<file path="config.mk">
export PLATFORM = sky130hd
export DESIGN_NAME = phase_step_sweep
export DESIGN_NICKNAME = d
export VERILOG_FILES = /design/src/rtl/phase_step_sweep.sv
export SDC_FILE = /design/constraint.sdc
export NUM_CORES = 1
export LEC_CHECK = 0
export ABC_AREA = 0
export CAP_MARGIN = 30
export CORE_UTILIZATION = 59
export DETAILED_ROUTE_END_ITERATION = 16
export MAX_ROUTING_LAYER = met4
export PLACE_DENSITY = 0.85
export SLEW_MARGIN = 20
export SYNTH_ARGS = -nofsm -noshare
export SYNTH_HDL_FRONTEND = slang
export SYNTH_SLANG_ARGS = --single-unit
export TNS_END_PERCENT = 1
</file>
<file path="constraint.sdc">
create_clock -name i_clk -period 8.6 [get_ports i_clk]
set_input_delay 1.72 -clock i_clk [delete_from_list [all_inputs] [get_ports i_clk]]
set_output_delay 1.72 -clock i_clk [all_outputs]
set_load 0.02 [all_outputs]
</file>
<file path="src/rtl/phase_step_sweep.sv">
// Phase-step sweep sequencer for a sine generator.
// Walks o_phase_step from a start value up to an inclusive stop value in
// fixed increments, holding each value for a programmable number of cycles.
// Optional feature: define SWEEP_WRAP_EN to add the i_wrap input, which makes
// the sweep restart from the start value instead of finishing.
module phase_step_sweep #(
  parameter int PHASE_WIDTH = 32,
  parameter int DWELL_WIDTH = 24
) (
  input  logic                   i_clk,
  input  logic                   i_rst,
  input  logic                   i_start,
  input  logic                   i_abort,
  input  logic [PHASE_WIDTH-1:0] i_start_step,
  input  logic [PHASE_WIDTH-1:0] i_stop_step,
  input  logic [PHASE_WIDTH-1:0] i_step_inc,
  input  logic [DWELL_WIDTH-1:0] i_dwell,
`ifdef SWEEP_WRAP_EN
  input  logic                   i_wrap,
`endif
  output logic [PHASE_WIDTH-1:0] o_phase_step,
  output logic                   o_step_stb,
  output logic                   o_busy,
  output logic                   o_done
);

  typedef enum logic {IDLE = 1'b0, DWELL = 1'b1} state_t;

  state_t                 state_reg, state_next;
  logic [PHASE_WIDTH-1:0] phase_reg, phase_next;
  logic [DWELL_WIDTH-1:0] cnt_reg, cnt_next;
  logic                   stb_reg, stb_next;
  logic                   done_reg, done_next;

  // Sweep configuration captured at start
  logic [PHASE_WIDTH-1:0] start_step_reg;
  logic [PHASE_WIDTH-1:0] stop_step_reg;
  logic [PHASE_WIDTH-1:0] step_inc_reg;
  logic [DWELL_WIDTH-1:0] dwell_m1_reg;
  logic                   load_cfg;
  logic                   wrap_en;

  // Dwell counter counts down from D-1; a dwell of 0 behaves like 1
  logic [DWELL_WIDTH-1:0] dwell_m1_in;
  assign dwell_m1_in = (i_dwell == '0) ? '0 : i_dwell - DWELL_WIDTH'(1);

  // One extra bit catches the carry out of the phase addition
  logic [PHASE_WIDTH:0] step_sum;
  logic                 advance;
  assign step_sum = {1'b0, phase_reg} + {1'b0, step_inc_reg};
  assign advance  = (step_inc_reg != '0) && !step_sum[PHASE_WIDTH]
                    && (step_sum[PHASE_WIDTH-1:0] <= stop_step_reg);

  // State, datapath and configuration registers
  always_ff @(posedge i_clk) begin
    if (i_rst) begin
      state_reg      <= IDLE;
      phase_reg      <= '0;
      cnt_reg        <= '0;
      stb_reg        <= 1'b0;
      done_reg       <= 1'b0;
      start_step_reg <= '0;
      stop_step_reg  <= '0;
      step_inc_reg   <= '0;
      dwell_m1_reg   <= '0;
    end else begin
      state_reg <= state_next;
      phase_reg <= phase_next;
      cnt_reg   <= cnt_next;
      stb_reg   <= stb_next;
      done_reg  <= done_next;
      if (load_cfg) begin
        start_step_reg <= i_start_step;
        stop_step_reg  <= i_stop_step;
        step_inc_reg   <= i_step_inc;
        dwell_m1_reg   <= dwell_m1_in;
      end
    end
  end

`ifdef SWEEP_WRAP_EN
  logic wrap_reg;

  // Wrap mode is captured together with the rest of the configuration
  always_ff @(posedge i_clk) begin
    if (i_rst) begin
      wrap_reg <= 1'b0;
    end else if (load_cfg) begin
      wrap_reg <= i_wrap;
    end
  end

  assign wrap_en = wrap_reg;
`else
  assign wrap_en = 1'b0;
`endif

  // Next-state and next-datapath logic; abort overrides everything else
  always_comb begin
    state_next = state_reg;
    phase_next = phase_reg;
    cnt_next   = cnt_reg;
    stb_next   = 1'b0;
    done_next  = 1'b0;
    load_cfg   = 1'b0;
    case (state_reg)
      IDLE: begin
        if (i_start) begin
          load_cfg   = 1'b1;
          state_next = DWELL;
          phase_next = i_start_step;
          cnt_next   = dwell_m1_in;
          stb_next   = 1'b1;
        end
      end
      DWELL: begin
        if (cnt_reg != '0) begin
          cnt_next = cnt_reg - DWELL_WIDTH'(1);
        end else if (advance) begin
          phase_next = step_sum[PHASE_WIDTH-1:0];
          cnt_next   = dwell_m1_reg;
          stb_next   = 1'b1;
        end else if (wrap_en) begin
          phase_next = start_step_reg;
          cnt_next   = dwell_m1_reg;
          stb_next   = 1'b1;
          done_next  = 1'b1;
        end else begin
          state_next = IDLE;
          cnt_next   = '0;
          done_next  = 1'b1;
        end
      end
      default: state_next = IDLE;
    endcase
    if (i_abort) begin
      state_next = IDLE;
      phase_next = '0;
      cnt_next   = '0;
      stb_next   = 1'b0;
      done_next  = 1'b0;
      load_cfg   = 1'b0;
    end
  end

  // Outputs come straight from registers; busy is the DWELL state
  always_comb begin
    o_phase_step = phase_reg;
    o_step_stb   = stb_reg;
    o_done       = done_reg;
    o_busy       = (state_reg == DWELL);
  end

endmodule

</file>
==> results.txt <==
----------------------------------------------------
[Status]
  Result of the run ... complete, no violations

[Timing]
  Count of endpoints failing setup in the final report ... 0
  Setup skew after layout ... between 6 and 7 ps
  Final hold vios ... 0
  Pins over their slew limit ... 0
  Maximum frequency from static timing analysis ... approximately 170 MHz
  Worst-margin pin slew ... between 900 and 1000 ps
  Rel. slew slack ... 0.3974
  Setup TNS ... 0 ps
  Final min period ... 5783 ps
  Setup repair after global routing missed its margin ... no
  Post-route clock period utilization ... 0.6724

[Clocking]
  H-Tree Depth ... 4
  Maximum root-to-sink buffer count ... 2
  Post-CTS setup buffer count ... 0
  Number of buffers created by CTS ... 17
  Cell at the root of the clock tree ... sky130_fd_sc_hd__clkbuf_16
  Clock-pin transition on the worst setup and hold timing paths ... roughly 70 ps
  Quantity of hold-fixing buffers added after cts ... 0
  Clock Latency Late Sink ... about 430 ps
  Cts repair resizes ... 0
  CTS tree ... yes
  Number of sinks driven by the clock tree ... approximately 150

[Yosys]
  Flip-flop and latch count after synthesis ... 147
  Largest area contributor in the synthesized netlist ... sky130_fd_sc_hd__dfxtp_1
  Most instantiated flip-flop cell in the synthesis netlist ... sky130_fd_sc_hd__dfxtp_1
  Dominant cell by count in the synthesized netlist ... sky130_fd_sc_hd__nand2_1
  Mean Syn Cell Area ... around 7.6 um2
  Post-synth EDFFs ... 0
  XOR/XNOR Fraction of Synth Area ... 0.05691
  Portion of synthesized cell area occupied by the leading cell type ... 0.3091
  Dominant combinational cell family by area after synthesis ... simple AND/OR/NAND/NOR gates
  Seq/Total Area, Yosys ... 0.3091
  Share of synthesized flip-flops with an asynchronous set or reset ... 0
  Share of synthesized cell area in full adder, half adder and majority cells ... 0.09017
  Combined area of all synthesized cells ... about 9500 um2
  Dominant cells by area after synthesis ... sky130_fd_sc_hd__dfxtp_1 31%, sky130_fd_sc_hd__ha_1 8.8%, sky130_fd_sc_hd__nand2_1 8.2%
  Unique masters post-synth ... between 60 and 70
  Net count of the mapped netlist ... about 1400
  Multiplexer share of the synthesized area ... 0.03378
  Compound-gate portion of the synthesized area ... 0.2278
  Count of synthesis-stage warnings from yosys ... 0
  Synthesized instance count ... approximately 1200
  List of most frequent post-synthesis cells ... 208 x sky130_fd_sc_hd__nand2_1, 155 x sky130_fd_sc_hd__a21oi_1, 147 x sky130_fd_sc_hd__dfxtp_1
  Simple-gate share of the synthesized area ... 0.2298

[Pwr]
  Share of power burned in combinational logic ... 0.227
  Internal cell power ... roughly 1.4 mW
  Worst supply voltage drop on vdd ... between 150 and 200 uV
  Final Total Pwr ... 2.004 mW
  Part of the total power dissipated in sequential elements ... 0.371
  Switching share of power ... 0.3039
  Areal power density over the cells ... between 150 and 200 nW/um2
  Power spent charging and discharging nets ... approximately 0.61 mW
  Leakage power ... 4.678 nW
  Clock share of power ... 0.402

[Route]
  Remaining DRCs ... 0
  Vias per cell ... just over 6
  Final ANT Viol Nets ... 0
  Violation count after the first detailed-route iteration ... ~800
  Post-detailed-routing wire length ... approximately 30 mm
  First drt pass iteration count ... 7
  Via count ... ~10000
  WL per Instance ... around 19 um

[Cells and area]
  Area added between synthesis and finish ... 24.83%
  Layout net count ... 1559
  Share of final-layout standard cells stronger than drive strength 1 ... 0.05797
  Post-layout instance area ... approximately 12000 um2
  Number of fill cells in the layout ... 1242

[Worst setup path]
  Kind of critical path ... reg -> reg
  Kind of end point of the critical path ... register
  Nature of the critical path startpoint ... register
  Critical path data arrival time ... slightly above 6000 ps
  Crit-path max FO ... 14
  Data required time of the critical path ... roughly 9000 ps

[Floorplanning]
  I/O pin cnt ... between 150 and 200
  Die width ... 129.0 um
  Die area ... approximately 17000 um2
  Overall die height ... between 100 and 150 um
  Floorplan Core Area ... 15830 um2
  Row count ... between 40 and 50
  Effective utilization at floorplan ... 0.6014

[Global route]
  Pin count of the biggest net entering global routing ... 91
  Residual overflow from global routing ... 0
  Wire length of the first global-routing pass ... between 40 and 50 mm
  Via count of the first global-routing pass ... just over 9000
  Initial antenna violation count ... 1
  Global-route total usage across every layer ... 0.3721

[Place]
  Post-place instance area ... about 11000 um2
  Total half-perimeter wirelength after legalization and detailed placement ... 21.16 mm
  RD Place Congestion ... a little under 1
  Port Buf Inserts ... approximately 160

[Worst hold path]
  Classification of the worst-slack hold path ... reg -> reg

[Job]
  Max-cap violation count ... 0

----------------------------------------------------
path summary, 6_finish.rpt:
| check | from | to | slack [ps] | cells after the start |
|---|---|---|---|---|
| worst min register to register | dwell_m1_reg[11]$_SDFFE_PP0P_ | dwell_m1_reg[11]$_SDFFE_PP0P_ | 450 | 2 |
| worst max-delay path | o_phase_step[1]$_SDFFE_PP0P_ | cnt_reg[4]$_SDFFE_PP0P_ | 2820 | 17 |
| worst max register to register | o_phase_step[1]$_SDFFE_PP0P_ | cnt_reg[4]$_SDFFE_PP0P_ | 2820 | 17 |
| worst min-delay path | dwell_m1_reg[11]$_SDFFE_PP0P_ | dwell_m1_reg[11]$_SDFFE_PP0P_ | 450 | 2 |
critical path, stage by stage, from the launching register on:
cell and delay [ps]:
sky130_fd_sc_hd__dfxtp_1 420, sky130_fd_sc_hd__ha_1 280, sky130_fd_sc_hd__a211oi_1 390, sky130_fd_sc_hd__o211ai_1 190
sky130_fd_sc_hd__a32oi_1 430, sky130_fd_sc_hd__a211oi_1 170, sky130_fd_sc_hd__a211oi_1 540, sky130_fd_sc_hd__o21ai_0 220
sky130_fd_sc_hd__xnor2_1 210, sky130_fd_sc_hd__ha_1 320, sky130_fd_sc_hd__nand4_1 160, sky130_fd_sc_hd__nor4_1 630
sky130_fd_sc_hd__nand2_1 130, sky130_fd_sc_hd__o31ai_1 110, sky130_fd_sc_hd__o211a_1 240, sky130_fd_sc_hd__o21a_1 520
sky130_fd_sc_hd__nand4_1 450, sky130_fd_sc_hd__o21ai_0 310
metrics by stage:
stage | utilization | hold slack, ps | setup WS (ps) | cells
2_1_floorplan | - | 431.8 | 4310 | 1249
5_1_grt | 0.7508 | 475.9 | 2443 | 1597
6_report | 0.7508 | 451.2 | 2817 | 1597
3_5_place_dp | 0.7057 | 445.9 | 2832 | 1561
4_1_cts | 0.7454 | 454.4 | 2782 | 1593
3_3_place_gp | 0.7045 | 438.4 | 3063 | 1559
layout make-up:
| cell class | count | area (um2) | share of cell area |
|---|---|---|---|
| multi-input combinational | 974 | 6090 | 0.5125 |
| clock inverter | 14 | 198.9 | 0.01674 |
| clock buffer | 18 | 429.2 | 0.03612 |
| antenna | 1 | 2.502 | 0.0002106 |
| timing repair buffer | 171 | 1738 | 0.1463 |
| inverter | 56 | 210.2 | 0.01769 |
| tap | 216 | 270.3 | 0.02274 |
| sequential | 147 | 2944 | 0.2478 |
layer usage:
layer / share of wire / GRT usage / up-vias
li1: - / - / 4717
met1: 0.42 / 0.4513 / 4695
met2: 0.47 / 0.6137 / 469
met3: 0.076 / 0.06441 / 82
met4: 0.030 / 0.1502 / 0
met5: 0 / - / -
power by group through the flow:
stage	Sequential [mW]	Clock, mW	Combinational, mW
after global routing	0.746	0.836	0.492
final	0.744	0.806	0.455
after global placement	0.756	0	0.424
after detailed placement	0.757	0	0.433
after CTS	0.742	0.804	0.441
after floorplan	0.756	0	0.272
cells in the final DEF, fill, tap and decap left out, drive strengths merged, types with 6 or more instances in the layout:
cell type / synthesis / layout
nand2: 208 / 208
o221a: 8 / 8
o21ai: 50 / 50
ha: 67 / 67
inv: 56 / 60
xnor2: 33 / 33
nor2: 78 / 78
a31oi: 15 / 15
and3: 9 / 9
nor4: 21 / 21
nand2b: 6 / 6
a211oi: 27 / 27
nand3: 31 / 31
or2: 11 / 11
nor3: 42 / 42
nand4: 22 / 22
xor2: 28 / 28
dfxtp: 147 / 147
a22oi: 7 / 7
or3: 8 / 8
o31ai: 10 / 10
nor2b: 7 / 7
buf: 14 / 14
a21oi: 155 / 155
clkbuf: 58 / 18
mux2i: 31 / 31
clkdlybuf4s50: 0 / 157
a21o: 31 / 31
or4: 6 / 6
cell families (layout without fill, tap and decap cells):
group | after synthesis | after routing
mux | 32 | 32
buf+inv | 128 | 259
simple gates | 465 | 465
flops | 147 | 147
fa+ha+maj | 68 | 68
other cells | 0 | 1
compound gates | 348 | 348
xor+xnor | 61 | 61
Power figures use the tool's default switching activity.
